--- config.mk ---
export PLATFORM = sky130hd
export DESIGN_NAME = tug_score_tracker
export DESIGN_NICKNAME = d
export VERILOG_FILES = /design/src/rtl/tug_score_tracker.sv
export SDC_FILE = /design/constraint.sdc
export NUM_CORES = 1
export LEC_CHECK = 0
export BUFFER_PORTS_ARGS = -buffer_cell sky130_fd_sc_hd__buf_2
export CAP_MARGIN = 5
export CORE_MARGIN = 5
export CORE_UTILIZATION = 48
export DETAILED_ROUTE_END_ITERATION = 6
export PLACE_DENSITY_LB_ADDON = 0.1
export SLEW_MARGIN = 20
export SYNTH_ARGS = -nofsm -noshare
export SYNTH_HDL_FRONTEND = slang
export SYNTH_SLANG_ARGS = --single-unit
--- constraint.sdc ---
create_clock -name clk -period 1.8 [get_ports clk]
set_input_delay 0 -clock clk [delete_from_list [all_inputs] [get_ports clk]]
set_output_delay 0 -clock clk [all_outputs]
set_load 0.01 [all_outputs]
--- src/rtl/tug_score_tracker.sv ---
// Tug-of-war scoreboard: edge-detected left/right point events, race or rope
// scoring, a PLAY/OVER game FSM and a symmetric thermometer LED bar.
// Optional best-of-N match tracking is enabled with the TUG_MATCH_EN macro.
module tug_score_tracker #(
    parameter int WIN_PTS = 3
`ifdef TUG_MATCH_EN
    , parameter int MATCH_GAMES = 3
`endif
) (
    input  logic                           clk,
    input  logic                           rst,
    input  logic                           point_l,
    input  logic                           point_r,
    input  logic                           rope_mode,
    input  logic                           new_game,
    output logic [$clog2(WIN_PTS+1)-1:0]   score_l,
    output logic [$clog2(WIN_PTS+1)-1:0]   score_r,
    output logic [2*WIN_PTS:0]             game_led,
    output logic                           over,
    output logic                           winright
`ifdef TUG_MATCH_EN
    , output logic [$clog2(MATCH_GAMES+1)-1:0] match_l,
    output logic [$clog2(MATCH_GAMES+1)-1:0]   match_r,
    output logic                           match_over
`endif
);

    localparam int CW = $clog2(WIN_PTS + 1);
    localparam logic [CW-1:0] LAST = CW'(WIN_PTS - 1);

`ifdef TUG_MATCH_EN
    localparam int MW = $clog2(MATCH_GAMES + 1);
    localparam logic [MW-1:0] NEED_LAST = MW'((MATCH_GAMES + 1) / 2 - 1);
`endif

    typedef enum logic {
        ST_PLAY,
        ST_OVER
    } state_t;

    state_t        state;
    logic          point_l_q;
    logic          point_r_q;
    logic          ev_l;
    logic          ev_r;
    logic [CW-1:0] nxt_l;
    logic [CW-1:0] nxt_r;
    logic          win_l;
    logic          win_r;
    logic          restart;

    // Rising-edge events and next-score/win candidates for a lone event
    always_comb begin
        ev_l  = point_l & ~point_l_q;
        ev_r  = point_r & ~point_r_q;
        nxt_l = score_l;
        nxt_r = score_r;
        win_l = 1'b0;
        win_r = 1'b0;
        if (ev_l && !ev_r) begin
            if (rope_mode && score_r != '0) begin
                nxt_r = score_r - 1'b1;
            end else begin
                nxt_l = score_l + 1'b1;
                win_l = (score_l == LAST);
            end
        end else if (ev_r && !ev_l) begin
            if (rope_mode && score_l != '0) begin
                nxt_l = score_l - 1'b1;
            end else begin
                nxt_r = score_r + 1'b1;
                win_r = (score_r == LAST);
            end
        end
    end

    // A finished match locks out new_game until reset
`ifdef TUG_MATCH_EN
    assign restart = new_game & ~match_over;
`else
    assign restart = new_game;
`endif

    // Game FSM with registered scores and status outputs
    always_ff @(posedge clk) begin
        if (rst) begin
            state     <= ST_PLAY;
            point_l_q <= 1'b0;
            point_r_q <= 1'b0;
            score_l   <= '0;
            score_r   <= '0;
            over      <= 1'b0;
            winright  <= 1'b0;
`ifdef TUG_MATCH_EN
            match_l    <= '0;
            match_r    <= '0;
            match_over <= 1'b0;
`endif
        end else begin
            point_l_q <= point_l;
            point_r_q <= point_r;
            if (restart) begin
                state    <= ST_PLAY;
                score_l  <= '0;
                score_r  <= '0;
                over     <= 1'b0;
                winright <= 1'b0;
            end else if (state == ST_PLAY) begin
                score_l <= nxt_l;
                score_r <= nxt_r;
                if (win_l || win_r) begin
                    state    <= ST_OVER;
                    over     <= 1'b1;
                    winright <= win_r;
`ifdef TUG_MATCH_EN
                    if (win_r) begin
                        match_r <= match_r + 1'b1;
                        if (match_r == NEED_LAST) match_over <= 1'b1;
                    end else begin
                        match_l <= match_l + 1'b1;
                        if (match_l == NEED_LAST) match_over <= 1'b1;
                    end
`endif
                end
            end
        end
    end

    // Thermometer bar: centre always lit, left grows upward, right downward
    always_comb begin
        game_led          = '0;
        game_led[WIN_PTS] = 1'b1;
        for (int unsigned k = 1; k <= WIN_PTS; k++) begin
            game_led[WIN_PTS+k] = (32'(score_l) >= k);
            game_led[WIN_PTS-k] = (32'(score_r) >= k);
        end
    end

endmodule
==> results_dict.tcl <==
set metrics [dict create \
    status "complete, no violations" \
    die_h_um 46.1 \
    period_share_pct 89.9 \
    antenna_found_initial 0 \
    synth_mux_area_share_pct 6.39 \
    r2r_start "point_r_q" \
    ys_seq_elements 9 \
    multi_input_area_um2 397 \
    grt_max_degree 10 \
    worst_slew_pin_slew_ps 563 \
    critPathCaptureType "flip-flop" \
    synth_fa_ha_area_share_pct 22.0 \
    yosysWarningCount 0 \
    cts_setup_buffers 0 \
    stdcell_count 108 \
    grt-busiest-layer "met2" \
    insertion_delay_ps 260 \
    rsz0062_at_grt "no" \
    setup-violations-final 0 \
    fmax_mhz 618 \
    drv_cap 0 \
    gr-total-overflow 0 \
    skew_ps 3.84 \
    p_int_mw 0.340 \
    ant_nets 0 \
    crit_path_start "point_r" \
    hold_depth 3 \
    htree_levels 1 \
    grt.met3_usage_pct 2.73 \
    crit_chain "dlygate4sd3_1 > buf_2 > nor2b_1 > inv_1 > ha_2 > or3b_1 > o211a_1 > mux2i_1" \
    area_growth_pct 24.6 \
    slowest_delay_ps 520 \
    nets 111 \
    ff2ff_path_depth 6 \
    yosys.area_share.simple_pct 22.2 \
    rows 13 \
    cts.sinks 9 \
    synthesis.area_um2 627 \
    swShare_pct 26.7 \
    drt-total-wl_mm 1.14 \
    peakVddDrop_mv 0.329 \
    clockRootBuffer "clkbuf_4" \
    setup_tns_ps 0 \
    slew-limit-headroom_pct 62.3 \
    pwr-share-comb_pct 21.1 \
    layout_common_cells "buf_2, ha_1, inv_1, dfxtp_1, nand2_1" \
    use_met1_pct 15.0 \
    crit_path_start_kind "input port" \
    synth_top_family_by_area "simple AND/OR/NAND/NOR gates" \
    io_buffers 17 \
    power_switching_mw 0.124 \
    tritoncts "built" \
    use_met2_pct 18.7 \
    cp_max_fo 8 \
    drive_above_1_share_pct 24.7 \
    cts_inserted_buffers 3 \
    arrival_ps 1770 \
    min_period_ps 1620 \
    track_usage_pct 12.5 \
    wl_per_cell_um 10.6 \
    hp-class "in2reg" \
    critPathKind "in2reg" \
    ios 19 \
    final_common_cell "buf_2" \
    power_density_nw_per_um2 594 \
    hpwl_um 909 \
    place_congestion 0.771 \
    r2r_setup_slack_ps 260 \
    core_um2 1270 \
    hold_violations 0 \
    firstDrtPassIters 2 \
    seqPwrFrac_pct 45.6 \
    drv_slew 0 \
    die-area_um2 2130 \
    cp-endpoint "score_r[1]" \
    nFillCells 117 \
    synthDistinctLibCells 24 \
    viasPerCell 4.82 \
    yosysSeqAreaShare_pct 28.7 \
    drtIter0Drc 1 \
    ff_latch_area_um2 180 \
    p_clk_share_pct 33.4 \
    initial_core_util_pct 49.4 \
    antennaDiodeCount 0 \
    vias 521 \
    placedCellCount 100 \
    clk_pin_slew_ps 60 \
    syn_avg_cell_area_um2 8.96 \
    reg2reg_to "score_r[1]" \
    critPathSlowestCell "dlygate4sd3_1" \
    synth_compound_gate_area_share_pct 8.98 \
    synth_nets 87 \
    grt_pass1_wl_mm 1.85 \
    cts_max_path_buffers 2 \
    synth_xor_xnor_area_share_pct 2.79 \
    grt_pass1_vias 465 \
    netlist_instances 70 \
    p_leak_nw 0.422 \
    worst_ep_required_time_ps 1950 \
    drc 0 \
    die_x_um 46.1 \
]
synth_stat cells, drive strengths merged:
| library cell | count | area share, % |
|---|---|---|
| ha | 11 | 22 |
| dfxtp | 9 | 29 |
| inv | 9 | 5.4 |
| nand2 | 7 | 4.2 |
| nor2b | 6 | 6.0 |
| mux2i | 4 | 6.4 |
| buf | 2 | 3.0 |
| nand3b | 2 | 2.4 |
| nor2 | 2 | 1.2 |
| nor3 | 2 | 1.6 |
| o21a | 2 | 2.4 |
| or2 | 2 | 2.0 |
| or4 | 2 | 2.4 |
| a22o | 1 | 1.4 |
| conb | 1 | 0.60 |
| nand2b | 1 | 1.0 |
| o211a | 1 | 1.6 |
| o211ai | 1 | 1.2 |
| o22ai | 1 | 1.0 |
| o31a | 1 | 1.4 |
| or3b | 1 | 1.4 |
| xnor2 | 1 | 1.4 |
| xor2 | 1 | 1.4 |
area by class of cell:
class / count / share of cell area (%)
Inverter: 9 / 4.33
Multi-Input combinational cell: 50 / 50.8
Tap cell: 15 / 2.40
Sequential cell: 9 / 23.1
Timing Repair Buffer: 21 / 16.0
Clock buffer: 4 / 3.37
per-stage QoR:
step	hold slack, ps	util (%)	setup slack, ps	power [mW]	area [um^2]
final	64.3	61.5	181	0.464	781
after global routing	86.3	61.5	53.2	0.491	781
after CTS	61.1	61.3	102	0.468	778
after detailed placement	234	56.1	191	0.307	712
after global placement	231	56.1	233	0.308	712
after floorplan	71.6	-	250	0.283	627
what timing repair did:
| action | 4_1_cts | 5_1_grt |
|---|---|---|
| hold buffers | 4 | 0 |
| endpoints found under the setup margin | 0 | 2 |
| endpoints found under the hold margin | 2 | 0 |
| gates resized for setup | 0 | 1 |
state kept, by name, indices dropped and copies added (netlist names):
name	cells
point_r_q	1
state	1
score_l	2
score_r	2
point_l_q	1
over	1
winright	1
critical path: cells and delay by family:
kind	cells	cell delay (ps)
AOI/OAI and AO/OA	1	170
muxes	1	120
and+or+nand+nor	2	540
buffers and inverters	3	700
adders and majority gates	1	240
power by group through the flow:
| stage | Combinational [mW] | Clock (mW) | Sequential (mW) |
|---|---|---|---|
| 5_1_grt | 0.109 | 0.169 | 0.212 |
| 3_5_place_dp | 0.0913 | 0 | 0.216 |
| 6_report | 0.0977 | 0.155 | 0.211 |
| 2_1_floorplan | 0.0659 | 0 | 0.217 |
| 3_3_place_gp | 0.0922 | 0 | 0.216 |
| 4_1_cts | 0.0986 | 0.158 | 0.212 |
worst min path at each step:
stage                  start          to  slack (ps)
finish              new_game  score_r[0]          60
global route        new_game  score_r[0]          90
CTS                 new_game  score_r[0]          60
detailed placement   point_r   point_r_q         230
global placement     point_l   point_l_q         230
floorplan                rst   point_l_q          70
routing by layer:
metal | up-vias | routed length [um]
li1 | 270 | -
met1 | 232 | 537
met2 | 14 | 502
met3 | 5 | 67
met4 | 0 | 34
met5 | - | 0
cell families after synthesis:
kind of cell / count (synthesis)
fa+ha+maj: 11
xor+xnor: 2
compound gates: 7
mux: 4
buf+inv: 11
simple gates: 25
other cells: 1
flops: 9
(Power assumes the default switching activity.)
